--- config.mk ---
export PLATFORM = sky130hd
export DESIGN_NAME = ahb_decoder_mux
export DESIGN_NICKNAME = d
export VERILOG_FILES = /design/src/rtl/ahb_decoder_mux.sv
export SDC_FILE = /design/constraint.sdc
export NUM_CORES = 1
export LEC_CHECK = 0
export CORE_AREA = 2 2 163 165
export CTS_CLUSTER_DIAMETER = 50
export DETAILED_ROUTE_END_ITERATION = 6
export DIE_AREA = 0 0 165 167
export SLEW_MARGIN = 10
export SYNTH_ARGS = -nofsm -noshare
export SYNTH_HDL_FRONTEND = slang
export SYNTH_SLANG_ARGS = --single-unit
--- constraint.sdc ---
create_clock -name HCLK -period 3.84 [get_ports HCLK]
set_input_delay 0.384 -clock HCLK [delete_from_list [all_inputs] [get_ports HCLK]]
set_output_delay 0.384 -clock HCLK [all_outputs]
set_load 0.005 [all_outputs]
--- src/rtl/ahb_decoder_mux.sv ---
`default_nettype none
// +----------------------------------------------------------------------------+
// | Module   : ahb_decoder_mux                                                 |
// | Purpose  : AHB-Lite address decoder, response multiplexer and default     |
// |            slave. Optional error-address capture: AHB_DECODER_ERR_CAPTURE_EN|
// | Revision : 1.0                                                             |
// +----------------------------------------------------------------------------+
module ahb_decoder_mux #(
    parameter int                       NUM_SLAVES = 10,
    parameter int                       DATA_W     = 32,
    parameter logic [8*NUM_SLAVES-1:0]  SLV_BASE   = {8'h58, 8'h57, 8'h56, 8'h55, 8'h54,
                                                      8'h53, 8'h52, 8'h51, 8'h50, 8'h00},
    parameter logic [8*NUM_SLAVES-1:0]  SLV_MASK   = {NUM_SLAVES{8'hFF}}
) (
    input  logic                         HCLK,
    input  logic                         HRESETn,
    input  logic [31:0]                  HADDR,
    input  logic [1:0]                   HTRANS,
    output logic [NUM_SLAVES-1:0]        HSEL_S,
    output logic                         HSEL_NOMAP,
    input  logic [NUM_SLAVES*DATA_W-1:0] HRDATA_S,
    input  logic [NUM_SLAVES-1:0]        HREADYOUT_S,
    input  logic [NUM_SLAVES-1:0]        HRESP_S,
    output logic [DATA_W-1:0]            HRDATA,
    output logic                         HREADY,
    output logic                         HRESP,
`ifdef AHB_DECODER_ERR_CAPTURE_EN
    output logic [31:0]                  ERR_ADDR,
    output logic                         ERR_VALID,
    input  logic                         ERR_CLR,
`endif
    output logic [3:0]                   MUX_SEL
);

    localparam logic [3:0] c_nomap_idx = 4'hF;

    typedef enum logic [1:0] {
        ST_IDLE = 2'd0,
        ST_ERR1 = 2'd1,
        ST_ERR2 = 2'd2
    } dflt_state_t;

    logic [NUM_SLAVES-1:0] w_match;
    logic [NUM_SLAVES-1:0] w_sel;
    logic [3:0]            w_win_idx;
    logic                  w_hit;
    logic [3:0]            r_mux_sel;
    dflt_state_t           r_state;
    dflt_state_t           w_state_nxt;
    logic                  w_def_ready;
    logic                  w_def_resp;
    logic                  w_err_start;
    logic                  w_unused;

    // Only the top address byte and HTRANS[1] take part in decoding.
    assign w_unused = &{1'b0, HTRANS[0], HADDR[23:0]};

    genvar gi;
    generate
        for (gi = 0; gi < NUM_SLAVES; gi++) begin : g_match
            assign w_match[gi] = ((HADDR[31:24] & SLV_MASK[8*gi +: 8]) == SLV_BASE[8*gi +: 8]);
        end
    endgenerate

    // Priority pick: the lowest matching index wins, keeping HSEL_S one-hot
    // even when regions overlap.
    always_comb begin
        w_sel     = '0;
        w_win_idx = c_nomap_idx;
        w_hit     = 1'b0;
        for (int i = 0; i < NUM_SLAVES; i++) begin
            if (w_match[i] && !w_hit) begin
                w_hit     = 1'b1;
                w_sel[i]  = 1'b1;
                w_win_idx = 4'(i);
            end
        end
    end

    assign HSEL_S     = w_sel;
    assign HSEL_NOMAP = ~w_hit;

    always_ff @(posedge HCLK or negedge HRESETn) begin
        if (!HRESETn) begin
            r_mux_sel <= c_nomap_idx;
        end else if (HREADY) begin
            r_mux_sel <= w_win_idx;
        end
    end

    assign MUX_SEL = r_mux_sel;

    // Any select that names no real slave falls through to the default slave.
    always_comb begin
        HRDATA = '0;
        HREADY = w_def_ready;
        HRESP  = w_def_resp;
        for (int i = 0; i < NUM_SLAVES; i++) begin
            if (r_mux_sel == 4'(i)) begin
                HRDATA = HRDATA_S[i*DATA_W +: DATA_W];
                HREADY = HREADYOUT_S[i];
                HRESP  = HRESP_S[i];
            end
        end
    end

    assign w_err_start = HREADY & HSEL_NOMAP & HTRANS[1];

    always_ff @(posedge HCLK or negedge HRESETn) begin
        if (!HRESETn) begin
            r_state <= ST_IDLE;
        end else begin
            r_state <= w_state_nxt;
        end
    end

    always_comb begin
        w_state_nxt = r_state;
        w_def_ready = 1'b1;
        w_def_resp  = 1'b0;
        case (r_state)
            ST_IDLE: begin
                if (w_err_start) begin
                    w_state_nxt = ST_ERR1;
                end
            end
            ST_ERR1: begin
                w_def_ready = 1'b0;
                w_def_resp  = 1'b1;
                w_state_nxt = ST_ERR2;
            end
            ST_ERR2: begin
                w_def_resp  = 1'b1;
                w_state_nxt = w_err_start ? ST_ERR1 : ST_IDLE;
            end
            default: begin
                w_state_nxt = ST_IDLE;
            end
        endcase
    end

`ifdef AHB_DECODER_ERR_CAPTURE_EN
    logic        w_err_enter;
    logic [31:0] r_err_addr;
    logic        r_err_valid;

    assign w_err_enter = w_err_start & (r_state != ST_ERR1);

    // First error is sticky; a new error beats a simultaneous clear.
    always_ff @(posedge HCLK or negedge HRESETn) begin
        if (!HRESETn) begin
            r_err_addr  <= '0;
            r_err_valid <= 1'b0;
        end else if (w_err_enter) begin
            if (!r_err_valid) begin
                r_err_addr <= HADDR;
            end
            r_err_valid <= 1'b1;
        end else if (ERR_CLR) begin
            r_err_valid <= 1'b0;
        end
    end

    assign ERR_ADDR  = r_err_addr;
    assign ERR_VALID = r_err_valid;
`endif

endmodule
`default_nettype wire

After elaboration in Yosys (flattened, before gate mapping)
Cells that the tools add are included.
{"block": "word_totals", "ff_bits": 6, "input_bits": 376}
{"block": "op_classes", "muxes": 64, "n_bitwise": 3, "n_reduce_logical": 22, "eq_ne": 21}
{"cell": "$mux 32", "n": 10}
{"cell": "$eq 8x7->1 const B", "n": 9}
{"cell": "$mux 1", "n": 42}
{"cell": "$mux 4", "n": 10}
{"cell": "$eq 4x3->1 const B", "n": 4}
{"cell": "$logic_and 1x1->1", "n": 9}
{"cell": "$logic_not 1->1", "n": 9}
{"cell": "$eq 4x2->1 const B", "n": 2}
{"cell": "$eq 4x4->1 const B", "n": 2}
{"cell": "$logic_not 8->1", "n": 1}
{"cell": "$pmux 2 s3", "n": 1}
{"cell": "$eq 4x1->1 const B", "n": 1}
{"cell": "$logic_not 4->1", "n": 1}
{"cell": "$and 1x1->1", "n": 2}
{"cell": "$eq 2x1->1 const B", "n": 1}
{"cell": "$eq 2x2->1 const B", "n": 1}
{"cell": "$logic_not 2->1", "n": 1}
{"cell": "$mux 2", "n": 1}
{"cell": "$ne 2x2->1 const B", "n": 1}
{"cell": "$reduce_or 2->1", "n": 1}
{"cell": "$not 1->1", "n": 1}

Depth between registers and ports, before layout
Gate-level depths: netlist of run 1.
{"block": "depth", "word_depth": 34, "mapped_depth": 8}

Worst setup path before layout of run 1
OpenSTA, ideal clock, no wires.
{"block": "synth_path", "kind": "reg2out", "from": "register r_mux_sel[3], in the netlist MUX_SEL[3]", "to": "output port HRDATA[10]", "slack_ps": 1631, "arrival_ps": 1825, "path_buffers": 2, "required_time_ps": 3456, "path_stages_with_launch": 8, "path_cell_list": "dfstp_2 buf_2 nor3_2 buf_6 a22o_1 a221oi_1 o221ai_1 a221o_1"}
{"block": "synth_between", "elab_chain_len": 11, "elab_cells_between_ends": 20, "classes_between": "9 x eq/ne; 10 x mux; 1 x reduce/logical"}
{"element": "start: declaration", "line_no": "47", "text": "logic [3:0] r_mux_sel;"}
{"element": "start signal: assignment", "line_no": "85", "text": "r_mux_sel <= c_nomap_idx;"}
{"element": "start signal: assignment", "line_no": "87", "text": "r_mux_sel <= w_win_idx;"}
{"element": "$logic_not 4->1", "line_no": "99", "text": "if (r_mux_sel == 4'(i)) begin"}
{"element": "$mux 32 (9 in series)", "line_no": "99"}
{"element": "$mux 32 (*)", "line_no": "99"}
{"element": "end: declaration", "line_no": "24", "text": "output logic [DATA_W-1:0] HRDATA,"}
Mark *: on every way between the ends. The rest lies on a longest branch, timed or not.

Worst setup path in the final report of run 1
{"block": "layout_path", "from": "register r_mux_sel[2], in the netlist MUX_SEL[2]", "to": "output port HRDATA[31]"}
The elaborated chain is that of the path after synthesis.

==> qor.yml, run 1 <==
run_status:
  status: "finished clean"
yosys:
  synth_top_area_share_pct: 15.08
  synthSimpleGateAreaFrac_pct: 15.43
  synth-edff-count: 0
  netlist_top_cells_area: "a22oi_1 (15%), a221o_1 (10%), o221ai_1 (9.4%)"
  yosysSeqAreaShare_pct: 5.375
  synth_cell_types: 55
  synth_seq_cells: 6
  yosys_warnings: 0
  syn_nets: 754
  synth_ff_type: "dfstp_2"
  syn_inst: 374
  avgSynthCellArea_um2: 7.718
  async_reset_ff_share_pct: 100.0
  synth-xor-area-share_pct: 0
  synth_compound_area_share_pct: 63.37
  synthesis.area_um2: 2887
  synth_area_leader_cell: "a22oi_1"
  synth_top_family_by_area: "compound AO/OA/AOI/OAI gates"
  synthMuxAreaShare_pct: 6.112
  synthAdderAreaFrac_pct: 1.734
setup_path:
  path_class: "reg -> out"
  start_kind: "flop"
  path_cells: "nand2b_1, nor2_4, a221oi_1, o221ai_1, a221o_1, clkdlybuf4s50_1"
  end_kind: "output port"
  required_ps: 3460
  cp_max_fo: 23
  worst_path_largest_cell_delay_ps: 870
  critPathTopFamily: "simple AND/OR/NAND/NOR gates"
  cpMaxStageDelayCell: "dfstp_2"
  cp_num_buf_inv: 1
  crit_arrival_ps: 3290
clock_network:
  numCtsBuffers: 3
  cts_setup_buffers: 0
  cts_tree: "yes"
  cts.sinks: 6
  postCtsResizedCells: 0
  hold_buffers: 0
  clock_tree.buffer_depth: 2
  clk_pin_slew_ps: 30
  htree_levels: 1
  root_buffer: "clkbuf_16"
  insertion_delay_ps: 220
floorplan:
  floorplan.initialDensity_pct: 11.20
  die_w_um: 165
  dieArea_um2: 27560
  coreArea_um2: 25760
  rows: 59
  io_pins: 425
  die_y_um: 167
timing:
  setup_ws_ps: 164.2
  tightest_slew_ps: 1067
  clock.fmax_ghz: 0.2721
  rsz0062_at_grt: "false"
  final-hold-violation-count: 0
  fin_worst_skew_ps: 0.3710
  fin_crit_ps: 3676
  setup-tns-final_ps: 0
  timing.final.crit_share_pct: 95.72
  slew_violations: 0
  setup_viol: 0
  maxSlewHeadroom_pct: 28.33
global_route:
  grt_antenna_before_repair: 2
  grt_pass1_vias: 5288
  grt_max_degree: 33
  grt_pass1_wl_um: 33180
  overflow: 0
  track_usage_pct: 16.20
min_path:
  hp-class: "in -> async"
detailed_routing:
  drc: 0
  dr_total_vias: 5255
  final_antenna_net_count: 0
  first_pass_iters: 5
  wl_um: 24510
  viasPerCell: 4.817
  drt-initial-drc-count: 352
  routedWlPerCell_um: 22.46
power:
  total_power_mw: 0.9204
  pwr-share-clk_pct: 18.0
  power_switching_mw: 0.2671
  p_sw_share_pct: 29.02
  vdd_drop_max_v: 0.0001214
  p_int_mw: 0.6534
  combPwrFrac_pct: 71.9
  leakage_nw: 2.503
  p_seq_share_pct: 10.1
  power_per_cell_area_nw_per_um2: 124.2
final_layout:
  final_core_util_pct: 28.77
  fin_area_um2: 7411
  drive_gt1_share_pct: 7.285
  syn_to_final_growth_pct: 156.7
  nets: 1137
placement:
  numPortBuffers: 399
  place_congestion: 0.8886
  dp_hpwl_um: 20220
  dpl_cell_area_um2: 7333
  dp_slack_ps: 378.2
run:
  cap_violations: 0
## final timing paths
path | start | end | slack, ps | cells past startpoint
max in group asynchronous | HRESETn | MUX_SEL[2]$_DFFE_PN1N_ | 3170 | 1
max | MUX_SEL[2]$_DFFE_PN1N_ | HRDATA[31] | 160 | 6
min reg2reg | r_state[1]$_DFFE_PN0P_ | r_state[1]$_DFFE_PN0P_ | 600 | 1
min in group HCLK | r_state[1]$_DFFE_PN0P_ | r_state[1]$_DFFE_PN0P_ | 600 | 1
min | HRESETn | r_state[0]$_DFFE_PN0P_ | 400 | 1
max reg2reg | MUX_SEL[1]$_DFFE_PN1N_ | r_state[1]$_DFFE_PN0P_ | 990 | 6
## metrics by stage
step / instances / hold WS (ps)
finish: 1091 / 401.8
global route: 1090 / 421.7
CTS: 1090 / 403.8
detailed placement: 1087 / 591.6
global placement: 1087 / 575.8
floorplan: 374 / 88.41
## power groups by stage
| stage | registers [mW] | clock network, mW | logic, mW |
|---|---|---|---|
| floorplan | 0.0853 | 0 | 0.188 |
| global placement | 0.0927 | 0 | 0.654 |
| detailed placement | 0.0941 | 0 | 0.660 |
| CTS | 0.0933 | 0.168 | 0.663 |
| global route | 0.0952 | 0.172 | 0.708 |
| finish | 0.0933 | 0.165 | 0.662 |
## metal layers
metal | share of wire (%) | up-vias | routed length, µm | global-route usage, %
met5 | 0.053 | - | 13 | 0
met4 | 0.76 | 2 | 187 | 1.890
met3 | 9.3 | 20 | 2291 | 4.110
met2 | 51 | 290 | 12580 | 30.24
met1 | 38 | 2531 | 9433 | 18.89
li1 | - | 2412 | - | -
## cells by family (layout without fill, tap and decap cells)
| kind of cell | count (synthesis) | count (layout) |
|---|---|---|
| AOI/OAI and AO/OA | 224 | 224 |
| adders and majority gates | 4 | 4 |
| buffers and inverters | 50 | 431 |
| DFF | 6 | 6 |
| muxes | 14 | 14 |
| other | 0 | 1 |
| and+or+nand+nor | 76 | 76 |
## cells in the final DEF, fill, tap and decap left out, types with 2 or more instances in the layout
cell and instances:
a21oi_1 20, a221o_1 29, a221oi_1 28, a22o_1 29
a22oi_1 58, a2bb2oi_1 2, and2_1 3, buf_4 22
clkbuf_16 3, clkdlybuf4s50_1 399, dfrtp_1 2, dfstp_2 4
ha_1 4, inv_1 6, mux2_2 3, mux2_4 4
mux2i_1 6, nand2_1 10, nand2b_1 10, nand3_1 6
nand3b_1 2, nor2_1 14, nor2_4 3, nor2b_1 3
nor2b_4 2, nor3_1 3, nor3_4 3, nor3b_1 2
nor4b_1 2, o211ai_1 3, o21ai_0 4, o21ai_1 3
o221ai_1 31, o22ai_1 6, or2_1 2, or2_2 2
or3_1 2, or4_1 2
## Yosys cell counts (all sizes together), types with 2 or more instances
master,n
a21oi,20
a221o,29
a221oi,29
a22o,29
a22oi,58
a2bb2oi,2
and2,3
buf,20
clkbuf,24
dfrtp,2
dfstp,4
ha,4
inv,6
mux2,7
mux2i,6
nand2,10
nand2b,10
nand3,6
nand3b,2
nor2,18
nor2b,5
nor3,7
nor3b,2
nor4,2
nor4b,2
o211ai,3
o21ai,7
o221ai,31
o22ai,6
or2,4
or3,2
or4,2
## final cells by class
class / count / area, µm²
fillers: 2805 / 18350
diodes: 1 / 2.502
well taps: 335 / 419.2
multi-input cells: 318 / 2557
flip-flops and latches: 6 / 155.1
clock buffers: 3 / 75.07
repair buffers: 422 / 4179
inverters: 6 / 22.52
## worst reg2reg max path, stage by stage (launching register included)
cell,delay [ps]
dfstp_2,430
buf_4,230
nor4_4,930
a221oi_2,220
a2111oi_4,500
o21ai_1,150
a32o_1,280
## sequential cells by signal, summed over array words and instances (netlist names)
| signal | flops |
|---|---|
| MUX_SEL | 4 |
| r_state | 2 |
No activity file was read; power rests on OpenSTA's default activity.
==> inputs of run 2 (changes only) <==
CTS_CLUSTER_SIZE = 10   (was not set)
==> results of run 2 <==
Final layout, timing and power as in run 1 (identical DEF).
==> inputs of run 3 (changes only) <==
GPL_TIMING_DRIVEN = 0   (was not set)
==> qor.yml, run 3 (synthesis results as in run 1) <==
run_status:
  status: "finished clean"
setup_path:
  cp_num_buf_inv: 3  # +2
  required_ps: 3460  # about the same
  end_kind: "output port"
  critPathTopFamily: "buffers and inverters"
  worst_path_largest_cell_delay_ps: 560  # -310 ps
  crit_arrival_ps: 3240  # -50 ps
  start_kind: "flop"
  path_cells: "buf_4, nand2b_1, nor3_4, buf_2, a22o_1, a221oi_1, o221ai_1, a221o_1, clkdlybuf4s50_1"
  path_class: "reg -> out"
  cp_max_fo: 10  # -57%
  cpMaxStageDelayCell: "dfstp_2"
timing:
  hold_ws_ps: 398.9  # -2.883 ps
  final-hold-violation-count: 0  # unchanged
  tightest_slew_ps: 811.8  # -255.2 ps
  fin_worst_skew_ps: 3.006  # +2.635 ps
  fin_crit_ps: 3625  # -51.20 ps
  maxSlewHeadroom_pct: 45.70  # +17 points
  rsz0062_at_grt: "false"
  slew_violations: 0  # unchanged
  setup_viol: 0  # unchanged
  clock.fmax_ghz: 0.2759  # +1.4%
  setup-tns-final_ps: 0  # unchanged
  timing.final.crit_share_pct: 94.39  # -1.3 points
min_path:
  hp-class: "in -> async"
global_route:
  grt_max_degree: 11  # -67%
  track_usage_pct: 16.70  # +0.50 points
  grt_pass1_wl_um: 33820  # +2.0%
  overflow: 0  # unchanged
  grt_pass1_vias: 5225  # -1.2%
  grt_antenna_before_repair: 1  # -1
detailed_routing:
  wl_um: 25430  # +3.7%
  routedWlPerCell_um: 22.78  # +1.4%
  drc: 0  # unchanged
  dr_total_vias: 5419  # +3.1%
  viasPerCell: 4.856  # +0.81%
  first_pass_iters: 6  # +1
  drt-initial-drc-count: 394  # +12%
  final_antenna_net_count: 0  # unchanged
clock_network:
  htree_levels: 1  # unchanged
  numCtsBuffers: 3  # unchanged
  cts_tree: "yes"
  cts.sinks: 6  # unchanged
  insertion_delay_ps: 230  # about the same
  clk_pin_slew_ps: 40  # about the same
  root_buffer: "clkbuf_16"
  clock_tree.buffer_depth: 2  # unchanged
  hold_buffers: 0  # unchanged
power:
  pwr-share-clk_pct: 18.6  # +0.6 points
  leakage_nw: 2.517  # +0.56%
  p_int_mw: 0.6581  # +0.72%
  power_per_cell_area_nw_per_um2: 126.4  # +1.8%
  vdd_drop_max_v: 0.0001183  # -2.6%
  combPwrFrac_pct: 72.1  # +0.2 points
  power_switching_mw: 0.2844  # +6.5%
  p_sw_share_pct: 30.18  # +1.2 points
  p_seq_share_pct: 9.3  # -0.8 points
placement:
  post-place-cells: 1107  # +1.8%
  place_congestion: 0.8793  # -1.0%
  numPortBuffers: 398  # -0.25%
  dp_hpwl_um: 20950  # +3.6%
final_layout:
  insertedDiodeCount: 0  # -1
  num-fill-cells: 2773  # -1.1%
  syn_to_final_growth_pct: 158.3
  drive_gt1_share_pct: 7.682  # +0.40 points
  regArea_um2: 155.1  # unchanged
  multiInputGateArea_um2: 2527  # -1.2%
  nets: 1162  # +2.2%
  largest_reg_flops: 4  # unchanged
  finalNonFillerCells: 1116  # +2.3%
  final_common_cell: "clkdlybuf4s50_1"
  layout_common_cells: "clkdlybuf4s50_1 (398), a22oi_1 (58), o221ai_1 (31)"
  final_core_util_pct: 28.94  # +0.17 points
floorplan:
  io_pins: 425  # unchanged
  die_w_um: 165  # unchanged
  die_y_um: 167  # unchanged
  floorplan.initialDensity_pct: 11.20  # unchanged
  coreArea_um2: 25760  # unchanged
  rows: 59  # unchanged
  dieArea_um2: 27560  # unchanged
run:
  cap_violations: 0  # unchanged
-- run 3: worst register-to-register path, stage by stage (launching register included) --
cell       delay, ps
dfstp_2          560
buf_4            190
nor2b_1          600
o21ai_1          170
a21oi_1          280
a2111oi_4        110
nor2_4           200
mux2_4           320
-- run 3: cell type report --
cell class	count	share of cell area [%]
sequential	6	2.081
multi-input combinational	318	33.90
buffer	44	2.920
clock buffer	4	1.057
tap	335	5.623
timing repair buffer	403	54.11
inverter	6	0.3021
-- run 3: routing by layer --
metal  vias to the layer above  GRT usage [%]  wire length, µm
met4                         2          3.138              401
met2                       313          29.75            12820
met1                      2611          20.47             9905
met3                        36          3.761             2290
li1                       2457              -                -
met5                         -              0               12
-- run 3: repair_timing --
item | 4_1_cts | 5_1_grt
endpoints found under the setup margin | 25 | 18
buffers inserted | 0 | 5
gates resized for setup | 4 | 16
pin swaps | 0 | 2
-- run 3: per-stage QoR --
stage | cell area (µm²) | setup WS, ps | power [mW]
5_1_grt | 7455 | 45.25 | 0.9912
3_3_place_gp | 7289 | 9.686 | 0.7511
3_5_place_dp | 7296 | -7.125 | 0.7568
2_1_floorplan | 2887 | 1631 | 0.2733
4_1_cts | 7391 | 11.94 | 0.9413
6_report | 7455 | 215.4 | 0.9425
-- run 3: path summary, 6_finish.rpt --
kind                       slack (ps)  cells after the start              startpoint                      to
setup / recovery                  220                      9  MUX_SEL[2]$_DFFE_PN1N_              HRDATA[20]
min in group HCLK                 590                      2  r_state[0]$_DFFE_PN0P_  r_state[0]$_DFFE_PN0P_
hold reg to reg                   590                      2  r_state[0]$_DFFE_PN0P_  r_state[0]$_DFFE_PN0P_
max in group asynchronous        3170                      1                 HRESETn  MUX_SEL[0]$_DFFE_PN1N_
hold / removal                    400                      1                 HRESETn  r_state[0]$_DFFE_PN0P_
setup reg to reg                 1340                      7  MUX_SEL[2]$_DFFE_PN1N_  MUX_SEL[0]$_DFFE_PN1N_
-- run 3: power groups by stage --
stage	registers, mW	clock network, mW	logic [mW]
2_1_floorplan	0.0853	0	0.188
3_3_place_gp	0.0876	0	0.663
3_5_place_dp	0.0881	0	0.669
4_1_cts	0.0874	0.178	0.676
5_1_grt	0.0890	0.182	0.720
6_report	0.0873	0.175	0.680
